### src/rtl/sort_job_arbiter_pkg.sv
// Shared constants and state encoding for the sort job arbiter.
package sort_pkg;

    localparam int unsigned NELEM = 30;           // elements per array, matches the engine
    localparam int unsigned EW    = 7;            // element width in bits
    localparam int unsigned WW    = 5;            // per-requester width field size
    localparam int unsigned AW    = NELEM * EW;   // packed array width

    // One-hot arbiter states.
    typedef enum logic [5:0] {
        StIdle = 6'b000001,
        StLoad = 6'b000010,
        StWait = 6'b000100,
        StAck  = 6'b001000,
        StClr  = 6'b010000,
        StResp = 6'b100000
    } arb_state_e;

endpackage

### src/rtl/sort_job_arbiter_rr_pick.sv
// Combinational round-robin picker: first asserted request after ptr, wrapping.
module rr_pick #(
    parameter int unsigned NREQ = 4,
    parameter int unsigned PW   = $clog2(NREQ)
) (
    input  logic [NREQ-1:0] req,
    input  logic [PW-1:0]   ptr,
    output logic [NREQ-1:0] winner,
    output logic            any
);

    logic [PW-1:0] idx;

    // Scan from farthest to nearest so the requester closest after ptr wins last.
    always_comb begin
        winner = '0;
        idx    = '0;
        for (int unsigned k = NREQ; k >= 1; k--) begin
            idx = PW'((32'(ptr) + k) % NREQ);
            if (req[idx]) begin
                winner      = '0;
                winner[idx] = 1'b1;
            end
        end
    end

    assign any = |req;

endmodule

### src/rtl/sort_job_arbiter.sv
// Shares one selection-sort engine among NREQ requesters with round-robin grants.
module sort_job_arbiter
    import sort_pkg::*;
#(
    parameter int unsigned NREQ  = 4,
    parameter int unsigned NELEM = sort_pkg::NELEM,
    parameter int unsigned EW    = sort_pkg::EW,
    parameter int unsigned CW    = 16
) (
    input  logic                     Clk,
    input  logic                     Reset,
    input  logic [NREQ-1:0]          req,
    input  logic [NREQ*WW-1:0]       req_width,
    input  logic [NREQ*NELEM*EW-1:0] req_data,
    output logic [NREQ-1:0]          grant,
    output logic                     rsp_valid,
    output logic                     rsp_err,
    output logic [NELEM*EW-1:0]      rsp_data,
    output logic [CW-1:0]            last_cycles,
    output logic [WW-1:0]            srt_width,
    output logic                     srt_Start,
    output logic                     srt_Ack,
    output logic [NELEM*EW-1:0]      srt_Ain,
    input  logic [NELEM*EW-1:0]      srt_Aout,
    input  logic                     srt_Done
);

    localparam int unsigned DW = NELEM * EW;
    localparam int unsigned PW = $clog2(NREQ);

    arb_state_e      state_q, state_d;
    logic [NREQ-1:0] grant_q, grant_d, winner;
    logic            any_req;
    logic [PW-1:0]   ptr_q, ptr_d, win_idx;
    logic [WW-1:0]   width_q, width_d, sel_width;
    logic [DW-1:0]   ain_q, ain_d, sel_data;
    logic [DW-1:0]   data_q, data_d;
    logic            err_q, err_d;
    logic [CW-1:0]   last_q, last_d;
    logic [CW-1:0]   cnt_q, cnt_d, cnt_inc;

    rr_pick #(
        .NREQ (NREQ),
        .PW   (PW)
    ) u_rr_pick (
        .req    (req),
        .ptr    (ptr_q),
        .winner (winner),
        .any    (any_req)
    );

    // Mux out the winning requester's width, array and index.
    always_comb begin
        sel_width = '0;
        sel_data  = '0;
        win_idx   = '0;
        for (int unsigned i = 0; i < NREQ; i++) begin
            if (winner[i]) begin
                sel_width = req_width[i*WW +: WW];
                sel_data  = req_data[i*DW +: DW];
                win_idx   = PW'(i);
            end
        end
    end

    // Latency counter saturates rather than wrapping.
    assign cnt_inc = (&cnt_q) ? cnt_q : cnt_q + CW'(1);

    // Next-state logic for the job sequencer.
    always_comb begin
        state_d = state_q;
        grant_d = grant_q;
        ptr_d   = ptr_q;
        width_d = width_q;
        ain_d   = ain_q;
        data_d  = data_q;
        err_d   = err_q;
        last_d  = last_q;
        cnt_d   = cnt_q;
        unique case (state_q)
            StIdle: begin
                if (any_req) begin
                    grant_d = winner;
                    ptr_d   = win_idx;
                    width_d = sel_width;
                    ain_d   = sel_data;
                    // Oversized jobs bypass the engine and echo the input back.
                    if (32'(sel_width) > NELEM) begin
                        err_d   = 1'b1;
                        data_d  = sel_data;
                        state_d = StResp;
                    end else begin
                        state_d = StLoad;
                    end
                end
            end
            StLoad: begin
                cnt_d   = '0;
                state_d = StWait;
            end
            StWait: begin
                cnt_d = cnt_inc;
                if (srt_Done) begin
                    data_d  = srt_Aout;
                    last_d  = cnt_inc;
                    state_d = StAck;
                end
            end
            StAck: begin
                state_d = StClr;
            end
            StClr: begin
                // Engine drops Done one cycle after it returns to its initial state.
                if (!srt_Done) begin
                    err_d   = 1'b0;
                    state_d = StResp;
                end
            end
            StResp: begin
                if (!(|(req & grant_q))) begin
                    grant_d = '0;
                    err_d   = 1'b0;
                    state_d = StIdle;
                end
            end
            default: begin
                state_d = StIdle;
            end
        endcase
    end

    // State and datapath registers; Reset is shared with the engine.
    always_ff @(posedge Clk or posedge Reset) begin
        if (Reset) begin
            state_q <= StIdle;
            grant_q <= '0;
            ptr_q   <= PW'(NREQ - 1);
            width_q <= '0;
            ain_q   <= '0;
            data_q  <= '0;
            err_q   <= 1'b0;
            last_q  <= '0;
            cnt_q   <= '0;
        end else begin
            state_q <= state_d;
            grant_q <= grant_d;
            ptr_q   <= ptr_d;
            width_q <= width_d;
            ain_q   <= ain_d;
            data_q  <= data_d;
            err_q   <= err_d;
            last_q  <= last_d;
            cnt_q   <= cnt_d;
        end
    end

    assign grant       = grant_q;
    assign rsp_valid   = (state_q == StResp);
    assign rsp_err     = err_q;
    assign rsp_data    = data_q;
    assign last_cycles = last_q;
    assign srt_width   = width_q;
    assign srt_Ain     = ain_q;
    assign srt_Start   = (state_q == StLoad);
    assign srt_Ack     = (state_q == StAck);

endmodule
### config.mk
export PLATFORM = sky130hd
export DESIGN_NAME = sort_job_arbiter
export DESIGN_NICKNAME = d
export VERILOG_FILES = /design/src/rtl/sort_job_arbiter_pkg.sv /design/src/rtl/sort_job_arbiter_rr_pick.sv /design/src/rtl/sort_job_arbiter.sv
export SDC_FILE = /design/constraint.sdc
export NUM_CORES = 1
export LEC_CHECK = 0
export CAP_MARGIN = 25
export CORE_AREA = 8 8 586 588
export DETAILED_ROUTE_END_ITERATION = 12
export DIE_AREA = 0 0 594 596
export PLACE_DENSITY_LB_ADDON = 0.08
export SLEW_MARGIN = 20
export SYNTH_ARGS = -nofsm -noshare
export SYNTH_HDL_FRONTEND = slang
export SYNTH_SLANG_ARGS = --single-unit
### constraint.sdc
create_clock -name Clk -period 37.7 [get_ports Clk]
set_input_delay 3.77 -clock Clk [delete_from_list [all_inputs] [get_ports Clk]]
set_output_delay 3.77 -clock Clk [all_outputs]
set_load 0.01 [all_outputs]
==> results of run 1 <==
[worst max-delay path by stage]
stage            from  slack [ns]       endpoint  depth (start not counted)
2_1_floorplan   Reset       20.83       cnt_q[0]                          1
3_5_place_dp   req[2]       27.46   rsp_data[80]                         13
4_1_cts        req[2]       28.30  rsp_data[109]                         12
5_1_grt        req[3]       28.05  rsp_data[109]                         12
6_report       req[1]       28.35  rsp_data[109]                         12
3_3_place_gp   req[3]       27.43   rsp_data[89]                         13
[metal layers]
layer | wire [um] | vias up
met1 | 123000 | 18842
met3 | 29000 | 528
met2 | 155000 | 1649
met4 | 5980 | 148
met5 | 953 | -
li1 | - | 16839
[Yosys cell counts (all sizes together), types with 2 or more instances]
cell type and n:
a2111oi 3, a211oi 4, a21o 3, a21oi 25, a221oi 421, a22o 2, a22oi 2, a311oi 6
a31oi 5, and2 6, and3 11, and4 3, buf 52, clkbuf 334, dfrtp 467, dfstp 3
ha 8, inv 8, mux2 213, mux2i 4, mux4 4, nand2 267, nand2b 5, nand3 8
nand4 3, nor2 1072, nor2b 2, nor3 212, nor3b 5, nor4 3, o21a 2, o21ai 468
o21bai 2, o22ai 6, o31ai 211, xnor2 13, xor2 2
[cells by family after synthesis]
kind of cell             synth area share
adder cells (fa/ha/maj)           0.00316
AND/OR/NAND/NOR                     0.203
buffers and inverters              0.0589
XOR/XNOR                          0.00415
flip-flops                          0.372
multiplexers                        0.104
AO/OA/AOI/OAI                       0.256
[placed cells by master (no fill, tap or decap), drive strengths merged, types with 2 or more instances in the layout]
cell	Yosys	layout
dfrtp	467	467
o21ai	468	468
diode	0	44
xor2	2	2
a31oi	5	5
nor2	1072	1072
o21a	2	2
a22o	2	2
clkdlybuf4s50	0	1525
a311oi	6	6
and2	6	6
inv	8	11
nand2	267	267
a22oi	2	2
buf	52	72
nor3b	5	5
ha	8	8
nand2b	5	5
dfstp	3	3
a2111oi	3	3
xnor2	13	13
mux4	4	4
mux2i	4	4
clkinv	0	8
nand4	3	3
and3	11	11
nor2b	2	2
a21o	3	3
mux2	213	213
o31ai	211	211
a221oi	421	421
a21oi	25	25
nand3	8	8
and4	3	3
clkbuf	334	131
o22ai	6	6
nor4	3	3
a211oi	4	4
nor3	212	212
o21bai	2	2
[area by class of cell]
class	count	area share
Timing Repair Buffer	1597	0.295
Inverter	8	0.000694
Antenna cell	44	0.00204
Tap cell	4407	0.102
Sequential cell	470	0.218
Multi-Input combinational cell	3009	0.335
Clock buffer	131	0.0461
Clock inverter	13	0.00213
[critical path, stage by stage]
cell,delay (ns)
clkdlybuf4s50_1,0.58
mux4_2,0.64
a2111oi_2,0.62
o21a_4,0.35
buf_12,0.44
a21oi_1,0.17
a2111oi_4,0.37
o32ai_1,0.19
a221oi_4,0.49
buf_4,0.83
buf_4,0.91
mux2_4,0.35
[flip-flops by register name, summed over array words and instances, names as in the netlist]
register     cells
srt_Ain        210
state_q          6
grant            4
ptr_q            2
srt_width        5
rsp_data       210
cnt_q           16
last_cycles     16
rsp_err          1
[metrics by stage]
step	cell area (sq um)	setup slack (ns)	total power [uW]	hold slack [ns]	std cells
after floorplan	31700	20.83	3940	0.498	3873
after global placement	51300	27.43	6250	0.463	9489
after detailed placement	51400	27.46	6240	0.469	9491
after CTS	54000	28.30	7100	0.482	9635
after global routing	54000	28.05	7460	0.499	9651
final	54100	28.35	6870	0.475	9679
[power by group]
group	internal (uW)	switching (uW)
registers	777	200
clock network	458	328
logic	1870	3230
total	3110	3760
==> run summary, run 1 <==
Synthesis produced a netlist with a net count of 4958. The part of the Yosys area used for sequential elements is 0.372. For this design, the sink count on the clock tree is 470. Yosys printed 0 warnings.

The clock tree synthesis step divided the H-tree into 3 levels. The logs give 6 for the number of detailed-route iterations in the first pass and 1526 for the I/O pin total. For the worst-skew pair later-pin latency, the log shows 0.80 ns. The clock period minus worst slack works out to 9.35 ns. The utilization of the core after routing is 0.162, and the critical path data required time is 38.32 ns. The floorplan step defined a core boundary enclosing 0.334 sq mm. Setup repair after global routing left no endpoint under its margin. Clock-pin slew was measured on the worst setup and hold paths at 0.05 ns.

The top-area cell type share of the netlist area is 0.369. The count of buffers from port buffering works out to 1525. The worst slew margin relative to its limit was 0.271; the overall overflow remaining after global route was 0.

Share of the clock period used by the worst path: 0.248. The synthesis-stage register bit count is 470, and the detailed-route vias per instance is 3.93. Initial antenna violation count: 242.

In this run the clock root is driven by a clkbuf_16. The die covers 0.354 sq mm. The highest clock rate was 0.107 GHz; the number of routed nets with antenna violations was 0. The effective utilization at floorplan was 0.0947. The horizontal die dimension is 594 um, and the average wire length per cell after detail routing is 32.4 um.

For the number of failing hold endpoints at the final stage, the log shows 0. Among all flip-flop cells after synthesis, the most frequent one is dfrtp_1. The maximum number of pins on one net before global-route repair was 157. The global routing stage identified its most utilized layer as met2. The overall fraction of global-route tracks in use came out at 0.168. The slew at the pin with the worst max-slew slack is 1.09 ns. The first global-routing pass estimated 405 mm of wire.

Measured along the y axis, the die boundary spans 596 um. Sorting the synthesized cells by area gives the leading types as dfrtp_1 37%, nor2_1 13%, a221oi_1 12%. The startpoint identified for the worst register-to-register timing path is ptr_q[0]. In the synthesized netlist, the number of instances is 3873. Setup violations remaining at the end of the flow were counted as 0. In the final timing run, aggregate negative setup slack is 0 ns. The met3 usage in global routing was 0.0680. The worst-path maximum fanout was 117.

In the final layout, flip-flops and latches occupy 0.0118 sq mm. The startpoint identified for the worst hold timing path is srt_Ain[163]. For this block, the initial DRC count from the detailed router was 2594.

Dividing total power by cell area gives a power density of 127 mW/mm^2. The worst setup path is launched from an input port. The number of hold buffers added after CTS was 0. Number of remaining DRC errors: 0. For the wire length after detailed routing, the log shows 314 mm.

The area growth from synthesis to layout is 70.8%. The share of layout cells above drive strength 1 works out to 0.0811. TritonCTS built the clock tree.

Across the routed clock network, the largest skew measured is 0.0745 ns. After filler insertion, the fill cell instance count of the layout stands at 37618. Yosys mapped a number of flops with a built-in enable equal to 0. In this run the static leakage power is 0.0199 uW. The tools report the setup fix buffers added after clock tree synthesis as 0. The path with the worst hold slack has its endpoint at srt_Ain[163].

The synthesized netlist contains 54 unique library cells. Number of max-slew violations in the final report: 0. Summing all multi-input logic gate instances after layout gives 0.0181 sq mm. The run finished with clean final reports. For the met1 track demand over resource, the log shows 0.191.

The critical path is of the input port to register type. Share of flip-flops with an asynchronous set or reset: 1.00. The tightest min-delay check is of the register to register type. Endpoint of the lowest-slack register-to-register path: rsp_data[109].

In this run the core area contains 213 standard-cell rows. The cell area after synthesis was 0.0317 sq mm. Measured in cells, the most critical reg-to-reg path has a length of 14. At the end of routability-driven placement, the weighted congestion stood at 0.834.

The setup check on the worst reg-to-reg path leaves a slack of 30.61 ns. The via count of the first global-routing pass was 37852. The clock passes through at most 4 buffers. The tools report the critical path capture point type as a register.

The average instance in the mapped netlist occupies 8.17 sq um. The total clock buffers created by CTS was 87. The biggest area contributor in the post-synthesis netlist is dfrtp_1.

The worst hold path passes through 2 cells. The number of maximum-capacitance violations was 0. The run gives 0.300 as the global routing met2 resource utilization. In the final design database the tool counted 6258 nets.

Data arrives at the worst endpoint at 9.97 ns. For the total vias in the final route, the log shows 38006. For the maximum vdd drop, the log shows 0.0000956 V. Detailed placement finished with a half-perimeter wire length of 246 mm. Once the clock tree was built, the resizer swapped 0 gates to a different size.
(Power assumes the default switching activity.)
==> run 2: changes to the inputs <==
==> constraint.sdc (replaced) <==
create_clock -name Clk -period 8.05 [get_ports Clk]
set_input_delay 0.805 -clock Clk [delete_from_list [all_inputs] [get_ports Clk]]
set_output_delay 0.805 -clock Clk [all_outputs]
set_load 0.01 [all_outputs]
==> run summary, run 2 (synthesized netlist as in run 1, its figures left out) <==
Leading cell type in the layout, fill and taps excluded: clkdlybuf4s50_1 (unchanged). The area of the core is 0.334 sq mm (unchanged), and the clock period minus worst slack is 5.52 ns. TritonCTS built the clock tree.

The run gives 8.70 ns (was 38.32 ns) as the critical path data required time. The flow ran to the end, and the final reports show no timing, DRC or antenna violations. The ratio of total power to cell area was 598 mW/mm^2 (was 127 mW/mm^2); the maximum number of pins on one net before global-route repair was 137 (was 157). The critical path capture point type was a register (unchanged).

The number of failing hold endpoints at the final stage came out at 0 (unchanged). The post-route cell area is 0.0544 sq mm (was 0.0541 sq mm). The average wire length per cell after detail routing is 31.9 um (was 32.4 um), and the slew at the pin with the worst max-slew slack is 1.04 ns (was 1.09 ns).

Count of buffers from port buffering: 1525 (unchanged). The worst-path maximum fanout came out at 61 (was 117). For the final setup skew, the log shows 0.0228 ns (was 0.0745 ns). The last weighted congestion value of the routability-driven placer is 0.834 (unchanged), and the buffer depth of the longest clock path is 4 (unchanged). The endpoint of the lowest-slack register-to-register path is rsp_data[10] (was rsp_data[109]). The logs give 0 (unchanged) for the number of routed nets with antenna violations and 0 (unchanged) for the final-report setup violation count. The tools report the violation count after the first detailed-routing iteration as 2713 (was 2594). The logs give 0 (unchanged) for the number of buffers inserted by hold repair at cts and 0 (unchanged) for the number of remaining DRC errors. The number of detailed-route iterations in the first pass is 8 (was 6). The share of layout cells above drive strength 1 works out to 0.0827 (was 0.0811).

The overall fraction of global-route tracks in use came out at 0.166 (was 0.168). The run gives 213 (unchanged) as the number of standard-cell rows in the floorplan. Utilization of the core after routing: 0.163 (was 0.162). Setup repair after global routing left no endpoint under its margin. The number of gates given a new drive strength after cts is 0 (unchanged), and the I/O pin total is 1526 (unchanged). The setup fix buffers added after clock tree synthesis is 0 (unchanged). The data arrival time of the worst path came out at 6.16 ns (was 9.97 ns).

The classification of the worst setup path is register to register (was input port to register). The tools report the estimated wirelength of the detail-placed design as 243 mm (was 246 mm). The initial antenna violation count was 237 (was 242). Most frequent cells in the layout: 1525 x clkdlybuf4s50_1, 1072 x nor2_1, 467 x dfrtp_1, 466 x o21ai_0, 420 x a221oi_1 (unchanged). Cell at the root of the clock tree: clkbuf_16 (unchanged). The run gives 0 (unchanged) as the overall overflow remaining after global route. Overall die height: 596 um (unchanged). The timing endpoint of the critical path was rsp_data[10] (was rsp_data[109]). The logs give 37427 (was 37852) for the via count of the first global-routing pass and 399 mm (was 405 mm) for the global-route wire length before repair. The share of the clock period used by the worst path came out at 0.686. The reg2reg setup slack is 2.53 ns (was 30.61 ns). Post-detailed-placement cell area: 0.0516 sq mm (was 0.0514 sq mm). The H-tree depth was 3 (unchanged); the area of the die was 0.354 sq mm (unchanged). The path type of the worst min-delay path is input port to asynchronous set/reset pin (was register to register).

The run gives 37964 (was 38006) as the total vias in the final route. The total clock buffers created by CTS was 86 (was 87); the wire length after detailed routing was 309 mm (was 314 mm). The reported leakage power is 0.0201 uW (was 0.0199 uW). The post-synthesis to final-layout area growth is 71.7% (was 70.8%), and the number of nets in the final layout is 6259 (was 6258). The number of max-slew violations in the final report was 0 (unchanged).

The reg-to-reg startpoint is ptr_q[0] (unchanged). The worst-skew pair later-pin latency came out at 0.78 ns (was 0.80 ns). The critical path startpoint category was a register (was an input port). For the effective utilization at floorplan, the log shows 0.0947 (unchanged). The horizontal die dimension was 594 um (unchanged). Launch point of the worst path: ptr_q[0] (was req[1]). The tools report the number of maximum-capacitance violations as 0 (unchanged). The detailed-route vias per instance is 3.92 (was 3.93). The tools report the worst slew margin relative to its limit as 0.305 (was 0.271).

Setup total negative slack: 0 ns (unchanged). The depth of the worst register-to-register path is 13 (was 14). The run gives 0.326 ns (was 0.475 ns) as the minimum hold slack. The tools report the maximum vdd drop as 0.000392 V (was 0.0000956 V). For this run, the top clock speed supported by timing is 0.181 GHz. The clock-pin slew on the worst setup and hold paths works out to 0.05 ns (about the same).

The tools report the clock net sink count as 470 (unchanged).
[run 2: how the worst min path moves through the flow]
stage          slack (ns)            to    startpoint
5_1_grt              0.29   srt_Ain[57]         Reset
4_1_cts              0.24   srt_Ain[57]         Reset
3_5_place_dp         0.47  srt_Ain[199]  srt_Ain[199]
6_report             0.33   srt_Ain[57]         Reset
3_3_place_gp         0.46  srt_Ain[107]  srt_Ain[107]
2_1_floorplan        0.50      cnt_q[7]      cnt_q[7]
[run 2: final cells by class]
cell class | count | area [sq um]
fill | 37649 | 280000
timing repair buffer | 1599 | 16200
multi-input combinational | 3009 | 18100
clock inverter | 17 | 163
clock buffer | 130 | 2510
antenna | 33 | 82.6
sequential | 470 | 11800
inverter | 8 | 33.8
tap | 4407 | 5510
[run 2: per-layer routing]
metal / vias to the layer above / part of all wire / global-route usage
met1: 18888 / 0.40 / 0.192
met3: 516 / 0.083 / 0.0624
met5: - / 0.0031 / 0
met4: 148 / 0.017 / 0.0229
met2: 1621 / 0.49 / 0.295
li1: 16791 / - / -
[run 2: where the power goes]
group	internal (uW)	leakage [uW]	switching [uW]
clock	2200	0.00131	1560
sequential	3640	0.00573	920
combinational	8980	0.0130	15200
[run 2: through the flow]
stage | instances | setup slack, ns | total power [uW]
final | 9673 | 2.53 | 32500
after global placement | 9492 | 2.36 | 29400
after global routing | 9648 | 2.20 | 35200
after floorplan | 3873 | 0.883 | 18400
after detailed placement | 9493 | 2.35 | 29300
after CTS | 9640 | 2.48 | 33400
[run 2: worst max-delay path, cell delays in order (launching register included)]
cell and delay [ns]:
dfstp_2 0.71, inv_1 0.17, ha_1 0.40, mux2_2 0.37, and3_1 0.20, a2111oi_2 0.66
o21a_4 0.49, a21oi_1 0.13, a2111oi_4 0.32, o32ai_1 0.18, a221oi_4 0.27, buf_4 0.38
buf_12 0.44, mux2_4 0.35
